$ cat src/rtl/definitions_pkg.sv
// Shared ALU instruction definitions used by the issue unit and the ALU.
package definitions;

  typedef enum logic [1:0] {
    ADD = 2'd0,
    SUB = 2'd1,
    MUL = 2'd2
  } opcode_t;

  typedef struct packed {
    opcode_t     opcode;
    logic [31:0] a;
    logic [31:0] b;
  } instruction_t;

  localparam int RESULT_W = 32;

endpackage

$ cat src/rtl/sync_fifo.sv
// Single-clock FIFO with a registered occupancy count.
// The head entry is presented combinationally on dout.
module sync_fifo #(
  parameter int DEPTH = 4,
  parameter int WIDTH = 8
) (
  input  logic             clock,
  input  logic             reset_n,
  input  logic             push,
  input  logic [WIDTH-1:0] din,
  input  logic             pop,
  output logic [WIDTH-1:0] dout,
  output logic             full,
  output logic             empty
);

  localparam int AW = $clog2(DEPTH);
  localparam logic [AW:0] FULL_CNT = (AW+1)'(DEPTH);

  logic [WIDTH-1:0] mem [DEPTH];
  logic [AW-1:0]    wr_ptr, rd_ptr;
  logic [AW:0]      count;
  logic             do_push, do_pop;

  assign full    = (count == FULL_CNT);
  assign empty   = (count == '0);
  assign do_push = push && !full;
  assign do_pop  = pop && !empty;
  assign dout    = mem[rd_ptr];

  // Storage write; contents need no reset since empty gates every read.
  always_ff @(posedge clock) begin
    if (do_push) mem[wr_ptr] <= din;
  end

  // Pointer and occupancy bookkeeping.
  always_ff @(posedge clock or negedge reset_n) begin
    if (!reset_n) begin
      wr_ptr <= '0;
      rd_ptr <= '0;
      count  <= '0;
    end else begin
      if (do_push) wr_ptr <= wr_ptr + 1'b1;
      if (do_pop)  rd_ptr <= rd_ptr + 1'b1;
      case ({do_push, do_pop})
        2'b10:   count <= count + 1'b1;
        2'b01:   count <= count - 1'b1;
        default: count <= count;
      endcase
    end
  end

  // A push into a full FIFO would silently lose data.
  a_no_overflow: assert property (@(posedge clock) disable iff (!reset_n) !(push && full));

endmodule

$ cat src/rtl/alu_issue_unit.sv
// Issue side of the ALU instruction interface: buffers tagged instructions,
// drives IW one per cycle, and collects registered ALU results two edges
// later. Issue is gated by credits equal to the free result FIFO slots, since
// the ALU cannot be stalled once an instruction is on IW.
module alu_issue_unit
  import definitions::*;
#(
  parameter int IQ_DEPTH  = 4,
  parameter int RES_DEPTH = 4,
  parameter int TAG_W     = 4
) (
  input  logic                clock,
  input  logic                reset_n,
  input  logic                in_valid,
  output logic                in_ready,
  input  instruction_t        in_instr,
  input  logic [TAG_W-1:0]    in_tag,
  output instruction_t        IW,
  input  logic [RESULT_W-1:0] alu_result,
  output logic                res_valid,
  input  logic                res_ready,
  output logic [RESULT_W-1:0] res_data,
  output logic [TAG_W-1:0]    res_tag,
  output logic                busy
);

  localparam int IQ_W   = $bits(instruction_t) + TAG_W;
  localparam int RQ_W   = RESULT_W + TAG_W;
  localparam int CRED_W = $clog2(RES_DEPTH + 1);
  localparam logic [CRED_W-1:0] CRED_MAX = CRED_W'(RES_DEPTH);

  logic [IQ_W-1:0]   iq_dout;
  logic              iq_full, iq_empty;
  logic [RQ_W-1:0]   rq_dout;
  logic              rq_full, rq_empty;

  logic [CRED_W-1:0] credits;
  logic [TAG_W-1:0]  tag_s1, tag_s2;
  logic              v1, v2;
  logic              issue, res_pop;

  assign in_ready = !iq_full;
  assign issue    = !iq_empty && (credits != '0);
  assign res_pop  = res_valid && res_ready;

  sync_fifo #(.DEPTH(IQ_DEPTH), .WIDTH(IQ_W)) u_iq (
    .clock   (clock),
    .reset_n (reset_n),
    .push    (in_valid && in_ready),
    .din     ({in_instr, in_tag}),
    .pop     (issue),
    .dout    (iq_dout),
    .full    (iq_full),
    .empty   (iq_empty)
  );

  sync_fifo #(.DEPTH(RES_DEPTH), .WIDTH(RQ_W)) u_rq (
    .clock   (clock),
    .reset_n (reset_n),
    .push    (v2),
    .din     ({alu_result, tag_s2}),
    .pop     (res_pop),
    .dout    (rq_dout),
    .full    (rq_full),
    .empty   (rq_empty)
  );

  assign res_valid           = !rq_empty;
  assign {res_data, res_tag} = rq_dout;
  assign busy                = !iq_empty || v1 || v2 || res_valid;

  // Issue register plus the v1/v2 tracker that follows each op through the ALU.
  always_ff @(posedge clock or negedge reset_n) begin
    if (!reset_n) begin
      IW     <= '0;
      tag_s1 <= '0;
      v1     <= 1'b0;
      v2     <= 1'b0;
      tag_s2 <= '0;
    end else begin
      v1     <= issue;
      if (issue) {IW, tag_s1} <= iq_dout;
      v2     <= v1;
      tag_s2 <= tag_s1;
    end
  end

  // Credits: one taken per issue, one returned per downstream pop.
  always_ff @(posedge clock or negedge reset_n) begin
    if (!reset_n) begin
      credits <= CRED_MAX;
    end else begin
      case ({issue, res_pop})
        2'b10:   credits <= credits - 1'b1;
        2'b01:   credits <= credits + 1'b1;
        default: credits <= credits;
      endcase
    end
  end

  a_credit_max: assert property (@(posedge clock) disable iff (!reset_n) credits <= CRED_MAX);
  a_capture_room: assert property (@(posedge clock) disable iff (!reset_n) !(v2 && rq_full));

endmodule

$ cat config.mk
export PLATFORM = sky130hd
export DESIGN_NAME = alu_issue_unit
export DESIGN_NICKNAME = d
export VERILOG_FILES = /design/src/rtl/definitions_pkg.sv /design/src/rtl/sync_fifo.sv /design/src/rtl/alu_issue_unit.sv
export SDC_FILE = /design/constraint.sdc
export NUM_CORES = 1
export LEC_CHECK = 0
export CAP_MARGIN = 10
export CORE_MARGIN = 2
export CORE_UTILIZATION = 45
export DETAILED_ROUTE_END_ITERATION = 6
export PLACE_DENSITY = 0.74
export SYNTH_ARGS = -nofsm -noshare
export SYNTH_HDL_FRONTEND = slang
export SYNTH_SLANG_ARGS = --single-unit
$ cat constraint.sdc
create_clock -name clock -period 3.2 [get_ports clock]
set_input_delay 0.8 -clock clock [delete_from_list [all_inputs] [get_ports clock]]
set_output_delay 0.8 -clock clock [all_outputs]
set_load 0.005 [all_outputs]
==> impl_metrics.ini <==
[sta]
clock.fmax_mhz = 323
worstMarginPinSlew_ns = 0.679
max_slew_margin_pct = 54.7
rsz0062_at_grt = no
clock_skew_ns = 0.0204
setup_viol = 0
setup_tns_ns = 0
fin_crit_sh_pct = 96.8
final_hold_viol_count = 0
finalMaxSlewViolations = 0
min_period_ns = 3.10

[clocking]
clk_pin_slew_ns = 0.06
htreeDepth = 2
cts_buffer_depth = 3
clock_latency_ns = 0.59
cts_tree = done
clock_sinks = 517
cts_root_buf = clkbuf_16
cts_made_buffers = 52

[power_and_ir_drop]
p_comb_share_pct = 32.5
vdd_drop_max_mv = 0.546
p_seq_share_pct = 42.1
p_per_area_nw_per_um2 = 1030
switching_share_pct = 26.8
p_int_w = 0.0182
clockPowerShare_pct = 25.4
leakagePower_nw = 8.49
power.switching_w = 0.00666

[floorplanning]
io_pins = 211
die_y_um = 211
die_w_um = 211
rows = 75
start_util_pct = 45.8
die-area_sq_um = 44700
core_sq_um = 42200

[synthesis]
synth.avg_cell_area_sq_um = 24.3
synth_top_area_share_pct = 65.8
ys_ff_latch = 517
yosys-top-cells-area = edfxtp_1, mux4_2, dfrtp_1
synth_area_sq_um = 19400
syn_inst = 795
yosysTopAreaCell = edfxtp_1
ys_warn_count = 0
ys_types = 29
seq_area_frac_synth_pct = 77.8
syn_nets = 915

[detailed_routing]
ant_nets = 0
drt_iter0_drc = 428
wire_per_inst_um = 22.4
vias_per_cell = 5.29
drc = 0
routed_wl_um = 36600
firstDrtPassIters = 6
vias = 8653

[worst_setup_path]
start_kind = register
slowest_stage = or4_2
cp_num_buf_inv = 1
cp_top_family = simple AND/OR/NAND/NOR gates
required_ns = 2.40
worst-path-max-fanout = 4
crit_type = reg -> out
cpPeakStageDelay_ns = 0.60
critical_path.cell_chain = or3_4 > or4_2 > dlygate4sd2_1
crit_arrival_ns = 2.30
cp-end-kind = output port

[placement]
dpl-instance-area_sq_um = 22200
hpwl_um = 21700
numPortBuffers = 210
place.gp.congestion = 0.720

[final_layout]
syn_to_final_growth_pct = 24.4
layout-drive-gt1-share_pct = 27.6
fin_nets = 1174
fin_area_sq_um = 24100
antenna_cells = 0
mostFrequentLayoutCell = edfxtp_1
layout_common_cells = edfxtp_1, clkdlybuf4s50_1, mux4_2
fillers = 3102

[outcome]
outcome = finished, final reports clean

[grt]
grt_pass1_vias = 9412
globalRoute.totalOverflow = 0
antenna_found_initial = 4
grt_pass1_wl_um = 55600
grtUsageTotal_pct = 16.8
grt_max_degree = 59

[worst_hold_path]
hp-class = in -> async

[run]
maxCapViolCount = 0
[what timing repair did]
| action | in CTS | in global routing |
|---|---|---|
| gates cloned | 1 | 0 |
| hold buffers | 0 | 0 |
| setup endpoints to repair | 24 | 8 |
| buffers inserted | 1 | 0 |
| gates resized for setup | 1 | 2 |
[worst register-to-register path, stage by stage (launching register included)]
cell and delay, ns:
dfrtp_1 0.41, or3b_1 0.46, and2_1 0.25, inv_1 0.07
ha_1 0.17, inv_1 0.07, fa_1 0.38, xor2_1 0.17
nor2_1 0.12, xor2_1 0.15
[state kept, by name, indices dropped and copies added (netlist names)]
register / flops
tag_s2: 4
u_iq.mem: 280
u_iq.count: 3
u_rq.mem: 144
tag_s1: 4
v2: 1
u_rq.count: 3
u_iq.rd_ptr: 2
credits: 3
u_iq.wr_ptr: 2
IW: 66
u_rq.wr_ptr: 2
u_rq.rd_ptr: 2
v1: 1
[per-stage QoR]
stage,worst slack [ns],hold slack [ns],total power [W],cells,utilization [%]
floorplan,0.284,0.349,0.0155,795,-
global placement,0.468,0.355,0.0185,1537,52.6
detailed placement,0.448,0.362,0.0187,1537,52.6
CTS,0.00917,0.193,0.0252,1637,57.0
global route,0.00513,0.243,0.0260,1637,57.0
finish,0.102,0.200,0.0248,1637,57.0
[cells by family after synthesis]
logic type	count (synthesis)	synth area share [%]
AO/OA/AOI/OAI	3	0.181
XOR/XNOR	15	0.679
adder cells (fa/ha/maj)	14	1.02
buffers and inverters	47	1.73
flip-flops	517	77.8
multiplexers	181	18.0
AND/OR/NAND/NOR	18	0.588
[cell type report]
type                            count  area (sq um)  share of cell area (%)
Sequential cell                   517         15100                    62.6
Timing Repair Buffer              237          2480                    10.3
Inverter                           15          56.3                   0.234
Clock buffer                       65          1420                    5.91
Multi-Input combinational cell    231          3980                    16.5
Tap cell                          539           674                    2.80
Clock inverter                     33           390                    1.62
[power groups by stage]
stage	combinational [W]	sequential (W)	clock [W]
detailed placement	0.00816	0.0106	0
global route	0.00869	0.0107	0.00668
floorplan	0.00527	0.0102	0
finish	0.00806	0.0105	0.00630
CTS	0.00826	0.0105	0.00645
global placement	0.00801	0.0105	0
[synth_stat cells]
| library cell | instances |
|---|---|
| a31oi_1 | 1 |
| o31a_4 | 1 |
| buf_1 | 3 |
| mux4_2 | 106 |
| or3b_1 | 1 |
| buf_6 | 1 |
| and3_1 | 4 |
| o311a_2 | 1 |
| buf_4 | 2 |
| xnor2_1 | 6 |
| or4_2 | 1 |
| buf_12 | 8 |
| buf_2 | 11 |
| and2_1 | 6 |
| fa_1 | 3 |
| clkbuf_1 | 7 |
| ha_1 | 11 |
| inv_1 | 15 |
| mux2i_1 | 2 |
| nand3_1 | 1 |
| or3_4 | 1 |
| nor2_1 | 3 |
| edfxtp_1 | 424 |
| dfrtp_1 | 92 |
| xor2_1 | 9 |
| mux2_4 | 67 |
| mux2_2 | 6 |
| dfstp_2 | 1 |
| or3_1 | 1 |
[routing by layer]
| layer | wire, um | vias to the layer above | GRT usage, % |
|---|---|---|---|
| met5 | 25 | - | 0 |
| met4 | 772 | 4 | 5.32 |
| met3 | 3070 | 55 | 5.56 |
| met2 | 17500 | 265 | 27.0 |
| met1 | 15200 | 4537 | 21.7 |
| li1 | - | 3792 | - |
[final timing paths]
kind,from,to,slack (ns),depth (start not counted)
worst min register to register,v1$_DFF_PN0_,v2$_DFF_PN0_,0.37,0
worst max register to register,u_iq.count[0]$_DFFE_PN0P_,u_iq.count[2]$_DFFE_PN0P_,0.89,9
worst min-delay path,reset_n,IW[36]$_DFFE_PN0P_,0.20,1
max in group asynchronous,reset_n,u_iq.rd_ptr[0]$_DFFE_PN0P_,2.23,2
worst max-delay path,u_rq.count[0]$_DFFE_PN0P_,busy,0.10,3
min in group clock,v1$_DFF_PN0_,v2$_DFF_PN0_,0.37,0
Note: power is estimated with default switching activity, not from simulation.
